`src/rtl/demod_mix_integrate.sv`:
```
// demod_mix_integrate: I/Q carrier mixer followed by per-symbol integrate-and-dump.
// Optional macro DEMOD_MIX_ROUND_SAT_EN: round-half-up and saturate the dump instead of floor+wrap.
module demod_mix_integrate #(
  parameter int SIG_W     = 9,
  parameter int CAR_W     = 8,
  parameter int OUT_W     = 8,
  parameter int SYM_LEN   = 16,
  parameter int OUT_SHIFT = 13
) (
  input  logic                    clk,
  input  logic                    rst_n,
  input  logic                    in_valid,
  input  logic                    sym_start,
  input  logic signed [CAR_W-1:0] carrier_cos,
  input  logic signed [CAR_W-1:0] carrier_sin,
  input  logic signed [SIG_W-1:0] signal,
  output logic                    out_valid,
  output logic signed [OUT_W-1:0] out_i,
  output logic signed [OUT_W-1:0] out_q,
  output logic                    aligned
);

  localparam int PROD_W = SIG_W + CAR_W;
  localparam int ACC_W  = PROD_W + $clog2(SYM_LEN);
  localparam int CNT_W  = $clog2(SYM_LEN);
  localparam logic [CNT_W-1:0] LAST_CNT = CNT_W'(SYM_LEN - 1);

`ifdef DEMOD_MIX_ROUND_SAT_EN
  localparam logic signed [ACC_W:0] RND_ADD = (ACC_W+1)'(2 ** (OUT_SHIFT - 1));
  localparam logic signed [ACC_W:0] SAT_MAX = (ACC_W+1)'((2 ** (OUT_W - 1)) - 1);
  localparam logic signed [ACC_W:0] SAT_MIN = (ACC_W+1)'(-(2 ** (OUT_W - 1)));
`endif

  typedef enum logic {ALIGN, RUN} state_t;

  logic signed [PROD_W-1:0] r_p_i, r_p_q;
  logic                     r_p_vld, r_p_start;
  state_t                   r_state, w_state_nxt;
  logic signed [ACC_W-1:0]  r_acc_i, r_acc_q, w_acc_i_nxt, w_acc_q_nxt;
  logic signed [ACC_W-1:0]  w_p_i_ext, w_p_q_ext, w_sum_i, w_sum_q;
  logic [CNT_W-1:0]         r_cnt, w_cnt_nxt;
  logic signed [OUT_W-1:0]  r_out_i, r_out_q, w_out_i_nxt, w_out_q_nxt;
  logic                     r_out_vld, w_out_vld_nxt;

  // Accumulator-to-output scaling; the extra adder bit keeps the rounding offset overflow-free.
  function automatic logic signed [OUT_W-1:0] scale(input logic signed [ACC_W-1:0] x);
`ifdef DEMOD_MIX_ROUND_SAT_EN
    logic signed [ACC_W:0] rnd;
    rnd = ((ACC_W+1)'(x) + RND_ADD) >>> OUT_SHIFT;
    if (rnd > SAT_MAX)
      return OUT_W'(SAT_MAX);
    else if (rnd < SAT_MIN)
      return OUT_W'(SAT_MIN);
    else
      return OUT_W'(rnd);
`else
    return OUT_W'(x >>> OUT_SHIFT);
`endif
  endfunction

  // Product stage; products only load on valid samples so bubbles leave them untouched.
  always_ff @(posedge clk or negedge rst_n) begin
    if (!rst_n) begin
      r_p_i     <= '0;
      r_p_q     <= '0;
      r_p_vld   <= 1'b0;
      r_p_start <= 1'b0;
    end else begin
      r_p_vld   <= in_valid;
      r_p_start <= in_valid & sym_start;
      if (in_valid) begin
        r_p_i <= PROD_W'(carrier_cos) * PROD_W'(signal);
        r_p_q <= PROD_W'(carrier_sin) * PROD_W'(signal);
      end
    end
  end

  assign w_p_i_ext = ACC_W'(r_p_i);
  assign w_p_q_ext = ACC_W'(r_p_q);
  assign w_sum_i   = r_acc_i + w_p_i_ext;
  assign w_sum_q   = r_acc_q + w_p_q_ext;

  // A symbol start always restarts the integration, even on what would have been the dump sample.
  always_comb begin
    w_state_nxt   = r_state;
    w_acc_i_nxt   = r_acc_i;
    w_acc_q_nxt   = r_acc_q;
    w_cnt_nxt     = r_cnt;
    w_out_i_nxt   = r_out_i;
    w_out_q_nxt   = r_out_q;
    w_out_vld_nxt = 1'b0;
    case (r_state)
      ALIGN: begin
        if (r_p_vld && r_p_start) begin
          w_state_nxt = RUN;
          w_acc_i_nxt = w_p_i_ext;
          w_acc_q_nxt = w_p_q_ext;
          w_cnt_nxt   = CNT_W'(1);
        end
      end
      RUN: begin
        if (r_p_vld) begin
          if (r_p_start) begin
            w_acc_i_nxt = w_p_i_ext;
            w_acc_q_nxt = w_p_q_ext;
            w_cnt_nxt   = CNT_W'(1);
          end else if (r_cnt == LAST_CNT) begin
            w_out_i_nxt   = scale(w_sum_i);
            w_out_q_nxt   = scale(w_sum_q);
            w_out_vld_nxt = 1'b1;
            w_acc_i_nxt   = '0;
            w_acc_q_nxt   = '0;
            w_cnt_nxt     = '0;
          end else begin
            w_acc_i_nxt = w_sum_i;
            w_acc_q_nxt = w_sum_q;
            w_cnt_nxt   = r_cnt + CNT_W'(1);
          end
        end
      end
      default: ;
    endcase
  end

  always_ff @(posedge clk or negedge rst_n) begin
    if (!rst_n) begin
      r_state   <= ALIGN;
      r_acc_i   <= '0;
      r_acc_q   <= '0;
      r_cnt     <= '0;
      r_out_i   <= '0;
      r_out_q   <= '0;
      r_out_vld <= 1'b0;
    end else begin
      r_state   <= w_state_nxt;
      r_acc_i   <= w_acc_i_nxt;
      r_acc_q   <= w_acc_q_nxt;
      r_cnt     <= w_cnt_nxt;
      r_out_i   <= w_out_i_nxt;
      r_out_q   <= w_out_q_nxt;
      r_out_vld <= w_out_vld_nxt;
    end
  end

  assign out_valid = r_out_vld;
  assign out_i     = r_out_i;
  assign out_q     = r_out_q;
  assign aligned   = (r_state == RUN);

endmodule

```
`config.mk`:
```
export PLATFORM = sky130hd
export DESIGN_NAME = demod_mix_integrate
export DESIGN_NICKNAME = d
export VERILOG_FILES = /design/src/rtl/demod_mix_integrate.sv
export SDC_FILE = /design/constraint.sdc
export NUM_CORES = 1
export LEC_CHECK = 0
export CORE_ASPECT_RATIO = 1.2
export CORE_MARGIN = 3
export CORE_UTILIZATION = 45
export CTS_BUF_LIST = sky130_fd_sc_hd__clkbuf_8
export DETAILED_ROUTE_END_ITERATION = 8
export HOLD_SLACK_MARGIN = 0.12
export RECOVER_POWER = 100
export SYNTH_ARGS = -nofsm -noshare
export SYNTH_HDL_FRONTEND = slang
export SYNTH_SLANG_ARGS = --single-unit
```
`constraint.sdc`:
```
create_clock -name clk -period 3.05 [get_ports clk]
set_input_delay 0.61 -clock clk [delete_from_list [all_inputs] [get_ports clk]]
set_output_delay 0.61 -clock clk [all_outputs]
set_load 0.1 [all_outputs]
```
==> impl_metrics.tcl, run 1 <==
set metrics [dict create \
    status "complete, but fails checks" \
    failed_checks "setup timing" \
    maxSlewViolCount 0 \
    diodes 0 \
    dieArea_mm2 0.0269 \
    r2r-start "r_p_q[0]" \
    swShare 0.440 \
    htreeDepth 3 \
    rsz0062_at_grt "true" \
    final_common_cell "inv_1" \
    start_kind "input port" \
    port_buffers 46 \
    syn_inst 1214 \
    vias 8704 \
    die_w_um 150 \
    crit_type "input port to flop" \
    synth_top_area_share 0.223 \
    relSlewSlack 0.0105 \
    top_layer "met4" \
    clock_sinks 100 \
    max_freq_ghz 0.228 \
    cts_tree "done" \
    wl_met3_um 619 \
    p_seq_frac 0.161 \
    grt_max_degree 63 \
    cts_buffers 9 \
    m1WireLength_um 12000 \
    p_sw_mw 6.32 \
    synth_nets 1470 \
    wl_um 25200 \
    drtAntennaViolNets 0 \
    ir_worst_vdd_uv 432 \
    fin_crit_ns 4.39 \
    finalPower_mw 14.4 \
    synth_area_mm2 0.0112 \
    clock-root-buffer "clkbuf_8" \
    antenna_found_initial 0 \
    yosysUniqueCellTypes 61 \
    drive_gt1_frac 0.289 \
    hpwl_um 20100 \
    clkPwrFrac 0.066 \
    crit_required_ns 3.31 \
    tightest_slew_ns 1.48 \
    fin_setup_tns_ns -21.75 \
    path_clk_slew_ns 0.09 \
    synth.area.top_cells "dfrtp_1, fa_1, ha_1" \
    syn_to_final_growth_pct 26.6 \
    ys_warn_count 0 \
    dr_wl_met2_um 12100 \
    clk_latency_ns 0.37 \
    comb_power_share 0.774 \
    clockBufferDepth 2 \
    worst_hold_slack_ns 0.473 \
    grt_use_total 0.196 \
    async_flop_share 1.00 \
    worstPathArrival_ns 4.66 \
    drv_cap 0 \
    hold_viol 0 \
    final_util 0.586 \
    fin_crit_sh 1.44 \
    hold_start "out_i[7]" \
    ys_ff_latch 100 \
    synth_edf_count 0 \
    drc 0 \
    post_drt_wl_per_cell_um 14.7 \
    dp_slack_ns -2.13 \
    synth_top_area_cell "dfrtp_1" \
    nets 1648 \
    drt-vias-per-instance 5.07 \
    grt_pass1_wl_um 43400 \
    syn_area_per_cell_um2 9.25 \
    crit_fanout 4 \
    p_per_area_mw_per_mm2 1010 \
    grt_overflow 0 \
    row_count 62 \
    final_cell_mix "inv_1, buf_4, fa_1" \
    die_y_um 179 \
    initial_core_util 0.463 \
    drt_iter0_markers 476 \
    finalSetupViolations 25 \
    cp-end-kind "flop" \
    grt_pass1_vias 9028 \
    leakage_nw 6.98 \
    core_mm2 0.0243 \
    crit_start "signal[6]" \
    p_int_mw 8.05 \
    worst_slack_ns -1.34 \
    synth-seq-area-share 0.223 \
    dr.pass1.iters 5 \
    hold_path_class "flop to flop" \
    io_pins 47 \
    ys.flop_type "dfrtp_1" \
    finalWeightedCongestion 0.834 \
    skew_ns 0.0114 \
]
[worst max-delay path, stage by stage]
cell     delay, ns
buf_8         0.10
buf_6         0.11
buf_6         0.11
buf_6         0.12
and2_4        0.13
fa_1          0.55
inv_1         0.06
fa_1          0.55
inv_2         0.04
fa_1          0.51
inv_2         0.04
fa_1          0.51
inv_2         0.05
ha_4          0.23
a21o_1        0.18
a21oi_2       0.18
inv_1         0.07
a41oi_2       0.16
xnor2_1       0.10
mux2_4        0.26
[logic make-up after synthesis]
| kind of cell | after synthesis | synth area share |
|---|---|---|
| buffers and inverters | 232 | 0.0775 |
| flip-flops | 100 | 0.223 |
| XOR/XNOR | 64 | 0.0499 |
| AO/OA/AOI/OAI | 248 | 0.147 |
| multiplexers | 26 | 0.0257 |
| adder cells (fa/ha/maj) | 227 | 0.336 |
| AND/OR/NAND/NOR | 317 | 0.141 |
[per-stage QoR]
stage,area (µm²),cells
finish,14200,1716
global route,14200,1716
CTS,14000,1710
detailed placement,13200,1667
global placement,13200,1667
floorplan,11800,1214
[per-layer routing]
layer,up-vias,GRT usage
met2,121,0.330
met3,27,0.0157
met4,0,0.0492
met5,-,0
li1,4354,-
met1,4202,0.276
[worst paths after layout]
check	cells after the start	to	slack [ns]
worst max-delay path	20	r_p_i[14]	-1.34
worst min-delay path	2	out_i[7]	0.47
worst max register to register	11	r_acc_q[20]	-0.03
worst min register to register	2	out_i[7]	0.47
max in group asynchronous	2	r_acc_i[10]	0.71
min in group asynchronous	1	out_q[6]	0.58
[power by group through the flow]
stage | clock, mW | combinational (mW) | sequential (mW)
after floorplan | 0 | 7.15 | 2.43
after global placement | 0 | 9.67 | 2.31
after detailed placement | 0 | 9.85 | 2.32
after CTS | 0.976 | 10.6 | 2.31
after global routing | 1.03 | 12.5 | 2.38
final | 0.946 | 11.1 | 2.31
[cells in the mapped netlist, types with 6 or more instances]
| library cell | number |
|---|---|
| a211oi_1 | 10 |
| a21o_1 | 27 |
| a21oi_1 | 45 |
| a222oi_1 | 6 |
| a22oi_1 | 23 |
| a31oi_1 | 9 |
| and2_1 | 87 |
| and3_1 | 10 |
| clkbuf_1 | 39 |
| dfrtp_1 | 100 |
| fa_1 | 124 |
| ha_1 | 103 |
| inv_1 | 188 |
| mux2_2 | 23 |
| nand2_1 | 114 |
| nand2b_1 | 9 |
| nand3_1 | 14 |
| nor2_1 | 46 |
| nor2b_1 | 11 |
| nor3_1 | 7 |
| o211ai_1 | 7 |
| o21a_1 | 9 |
| o21ai_0 | 63 |
| xnor2_1 | 45 |
| xor2_1 | 19 |
[sequential cells by signal (all words and copies together) (netlist names)]
register and cells:
r_acc_q 21, out_i 8, out_q 8, r_acc_i 21, r_p_start 1, aligned 1
r_p_i 17, r_p_vld 1, out_valid 1, r_cnt 4, r_p_q 17
[repair_timing]
item	in CTS	in global routing
pin swaps	78	77
gates resized for setup	224	107
setup endpoints to repair	26	24
buffers inserted	30	12
gates cloned	0	0
hold buffers	0	0
[final cells by class]
| type | count | area, µm² |
|---|---|---|
| Timing Repair Buffer | 208 | 1700 |
| Inverter | 191 | 726 |
| Clock inverter | 4 | 72.6 |
| Multi-Input combinational cell | 882 | 8680 |
| Sequential cell | 100 | 2500 |
| Fill cell | 2163 | 10100 |
| Tap cell | 320 | 400 |
| Clock buffer | 11 | 151 |
No activity file was read; power rests on OpenSTA's default activity.
==> inputs of run 2 (changes only) <==
Settings changed: CORE_ASPECT_RATIO 1.2 to unset.
==> impl_metrics.tcl, run 2 (synthesis results as in run 1) <==
set metrics [dict create \
    status "complete, but fails checks" \
    failed_checks "setup timing" \
    grt_max_degree 82 \
    design_area_mm2 0.0145 \
    crit_required_ns 3.34 \
    maxSlewViolCount 0 \
    cp-end-kind "flop" \
    p_per_area_mw_per_mm2 1010 \
    final_common_cell "inv_1" \
    dieArea_mm2 0.0269 \
    worst_slack_ns -1.23 \
    nets 1647 \
    fin_crit_sh 1.40 \
    drt-vias-per-instance 5.20 \
    cts_tree "done" \
    max_freq_ghz 0.233 \
    path_clk_slew_ns 0.10 \
    grt_use_total 0.207 \
    rsz0062_at_grt "true" \
    post_drt_wl_per_cell_um 15.6 \
    dpl_cell_area_mm2 0.0132 \
    row_count 57 \
    crit_fanout 4 \
    port_buffers 46 \
    hpwl_um 20100 \
    initial_core_util 0.459 \
    cts_buffers 9 \
    wl_um 26800 \
    finalSetupViolations 25 \
    dr.pass1.iters 5 \
    start_kind "input port" \
    clockBufferDepth 2 \
    tightest_slew_ns 1.41 \
    worstPathArrival_ns 4.57 \
    final_cell_mix "inv_1, fa_1, buf_4" \
    drive_gt1_frac 0.311 \
    vias 8936 \
    die_y_um 164 \
    ir_worst_vdd_uv 824 \
    die_w_um 164 \
    io_pins 47 \
    grt_pass1_vias 9449 \
    diodes 0 \
    hold_path_class "flop to flop" \
    drtAntennaViolNets 0 \
    core_mm2 0.0245 \
    skew_ns 0.00864 \
    drc 0 \
    syn_to_final_growth_pct 29.4 \
    htreeDepth 3 \
    reg_top3 "r_acc_i: 21 flops, r_acc_q: 21 flops" \
    grt_pass1_wl_um 45200 \
    clk_latency_ns 0.37 \
    final_util 0.594 \
    drt_iter0_markers 401 \
    fin_crit_ns 4.28 \
    crit_type "input port to flop" \
    drv_cap 0 \
    clock_sinks 100 \
    hold_viol 0 \
    finalWeightedCongestion 0.857 \
    leakage_nw 7.02 \
    grt_overflow 0 \
    relSlewSlack 0.0572 \
    clock-root-buffer "clkbuf_8" \
    antenna_found_initial 0 \
    dp_slack_ns -2.15 \
]
## run 2: cell count changes in the layout (fill, tap and decap cells not counted), sizes merged
cell and change:
buf +4, clkbuf -7, clkinv +2, bufinv -1, dlygate4sd3 +1, clkinvlp +1
## run 2: metrics by stage
step / total power [mW] / hold slack, ns / TNS, ns / std cells
global placement: 12.1 / 0.454 / -43.59 / 1663
CTS: 14.1 / 0.480 / -22.11 / 1712
global route: 16.1 / 0.509 / -24.98 / 1720
finish: 14.6 / 0.470 / -21.33 / 1720
floorplan: 9.58 / 0.314 / -21.03 / 1214
detailed placement: 12.3 / 0.458 / -44.35 / 1663
## run 2: path summary, 6_finish.rpt
path / from / end / slack (ns) / cells after the start
setup / recovery: carrier_sin[1] / r_p_q[16] / -1.23 / 18
min in group asynchronous: rst_n / out_valid / 0.96 / 2
setup reg to reg: r_p_q[0] / r_acc_q[18] / -0.01 / 11
max in group asynchronous: rst_n / r_acc_i[10] / 0.46 / 3
hold reg to reg: out_i[7] / out_i[7] / 0.47 / 2
hold / removal: out_i[7] / out_i[7] / 0.47 / 2
## run 2: critical path, stage by stage
cell and delay (ns):
buf_8 0.11, clkbuf_1 0.12, and2_1 0.19, ha_4 0.17, fa_1 0.53, inv_1 0.05, fa_1 0.46, fa_1 0.50
inv_2 0.05, ha_4 0.23, nor2b_4 0.12, o21ai_2 0.13, nand2b_1 0.08, a21o_1 0.20, a31o_4 0.23, a211oi_2 0.23
or4b_1 0.45, o211ai_1 0.09
## run 2: cell type report
class | instances | area (µm²)
Fill cell | 2111 | 9920
Clock inverter | 6 | 63.8
Timing Repair Buffer | 207 | 1830
Inverter | 191 | 724
Sequential cell | 100 | 2500
Tap cell | 324 | 405
Multi-Input combinational cell | 882 | 8880
Clock buffer | 10 | 138
## run 2: where the power goes
part,total [mW],switching [mW],internal (mW)
combinational,11.5,5.67,5.78
sequential,2.31,0.435,1.87
clock,0.884,0.483,0.401
## run 2: layer usage
metal  vias up  routed length [µm]  track usage
li1       4346                   -            -
met2        81               14000        0.383
met5         -                   0            0
met1      4482               12000        0.269
met4         0                 293       0.0296
met3        27                 428       0.0189
## run 2: what timing repair did
item / CTS / global route
endpoints found under the setup margin: 26 / 25
hold buffers: 1 / 0
cloned: 3 / 0
pin swaps: 102 / 109
buffers inserted: 32 / 21
hold endpoints to repair: 19 / 0
resized for setup: 241 / 152
==> inputs of run 3 (changes only) <==
Clock period 3.05 ns to 4.8 ns, I/O delays scaled along.
==> impl_metrics.tcl, run 3 (synthesis results as in run 1) <==
set metrics [dict create \
    status "complete, but fails checks" \
    failed_checks "capacitance limit, slew limit" \
    finalSetupViolations 0 \
    htreeDepth 3 \
    finalWeightedCongestion 0.908 \
    row_count 57 \
    grt_max_degree 77 \
    worst_path_max_delay_cell "fa_1" \
    clock-root-buffer "clkbuf_8" \
    drc 0 \
    fin_crit_sh 0.987 \
    final_common_cell "inv_1" \
    p_per_area_mw_per_mm2 631 \
    relSlewSlack -0.270 \
    clock_sinks 100 \
    crit_start "signal[2]" \
    wl_um 25400 \
    io_pins 47 \
    core_mm2 0.0245 \
    ir_worst_vdd_uv 266 \
    drt_iter0_markers 388 \
    drt-vias-per-instance 5.12 \
    leakage_nw 6.76 \
    port_buffers 46 \
    antenna_found_initial 0 \
    fin_crit_ns 4.74 \
    clockBufferDepth 2 \
    maxSlewViolCount 77 \
    holdPathStages 2 \
    dpl_cell_area_mm2 0.0129 \
    drive_gt1_frac 0.210 \
    initial_core_util 0.459 \
    dr.pass1.iters 5 \
    grt_overflow 0 \
    hpwl_um 19700 \
    hold_path_class "flop to flop" \
    cts_buffers 9 \
    path_clk_slew_ns 0.10 \
    hold_start "out_i[7]" \
    grt_pass1_vias 9018 \
    hold_viol 0 \
    dp_slack_ns -0.745 \
    r2r-start "aligned" \
    nets 1625 \
    drtAntennaViolNets 0 \
    r2r_cells 7 \
    crit_fanout 4 \
    n_fill_cell 2221 \
    die_w_um 164 \
    skew_ns 0.0113 \
    worstPathArrival_ns 5.03 \
    worst_slack_ns 0.0623 \
    dieArea_mm2 0.0269 \
    crit_chain "buf_6 -> buf_6 -> buf_6 -> and2_4 -> fa_1 -> ha_1 -> inv_2 -> fa_1 -> fa_1 -> inv_2 -> ha_4 -> nor2b_4 -> o21ai_2 -> nand2b_1 -> a21o_1 -> a31o_4 -> a211oi_2 -> or4b_1 -> o211ai_1" \
    ctsHoldBuffers 0 \
    vias 8690 \
    drv_cap 1 \
    rrSetupSlack_ns 1.29 \
    post_drt_wl_per_cell_um 14.9 \
    crit_type "input port to flop" \
    tightest_slew_ns 1.90 \
    reg_top3 "r_acc_i: 21 flops, r_acc_q: 21 flops" \
    clk_latency_ns 0.37 \
    crit_required_ns 5.09 \
    final_cell_mix "inv_1, buf_4, fa_1" \
    critPathMaxStageDelay_ns 0.51 \
    grt_use_total 0.198 \
    cts_tree "done" \
    syn_to_final_growth_pct 20.9 \
    diodes 0 \
    start_kind "input port" \
    max_freq_ghz 0.211 \
    cp-end-kind "flop" \
    grt_pass1_wl_um 43400 \
    die_y_um 164 \
    design_area_mm2 0.0136 \
]
## run 3: cell types whose count changed in the layout (fill, tap and decap cells not counted), moves of 17 or more
cell,before,now
buf_6,49,20
inv_1,144,173
inv_2,44,15
and2_4,33,10
clkbuf_1,25,4
and2_1,53,73
nand2_1,90,108
dlygate4sd3_1,1,18
## run 3: path summary, 6_finish.rpt
kind	to
min in group asynchronous	r_p_q[11]
setup reg to reg	r_acc_i[10]
setup / recovery	r_p_q[16]
hold reg to reg	out_i[7]
hold / removal	out_i[7]
max in group asynchronous	r_acc_i[6]
## run 3: critical path, delay by kind of cell
kind	cells	cell delay, ns
compound gates	5	0.86
fa+ha+maj	5	2.00
buf+inv	5	0.40
simple gates	4	0.80
## run 3: final cells by class
type,instances,area [µm²],share of cell area
sequential,100,2500,0.184
inverter,191,721,0.0531
timing repair buffer,185,1480,0.109
multi-input combinational,882,8230,0.606
clock buffer,10,138,0.0101
clock inverter,4,98.8,0.00728
tap,324,405,0.0299
## run 3: where the power goes
group | switching, mW | internal, mW
registers | 0.286 | 1.19
clock network | 0.288 | 0.356
logic | 3.26 | 3.18
## run 3: stage by stage
stage	setup TNS [ns]	cells	total power, mW	hold slack, ns	util
4_1_cts	0	1694	8.38	0.480	0.550
3_3_place_gp	-8.88	1660	7.37	0.451	0.526
5_1_grt	-0.0631	1696	9.46	0.491	0.555
2_1_floorplan	-0.0208	1214	5.79	0.454	-
3_5_place_dp	-9.43	1660	7.48	0.458	0.526
6_report	0	1696	8.56	0.469	0.555
## run 3: repair_timing
| item | in CTS | in global routing |
|---|---|---|
| gates cloned | 3 | 1 |
| pin swaps | 37 | 59 |
| endpoints found under the setup margin | 14 | 12 |
| resized for setup | 109 | 90 |
| hold endpoints to repair | 0 | 0 |
| setup buffers | 17 | 4 |
## run 3: per-layer routing
layer / GRT usage / wire [µm]
met5: 0 / 0
met3: 0.0164 / 689
met4: 0.0557 / 542
met1: 0.276 / 12400
met2: 0.333 / 11800
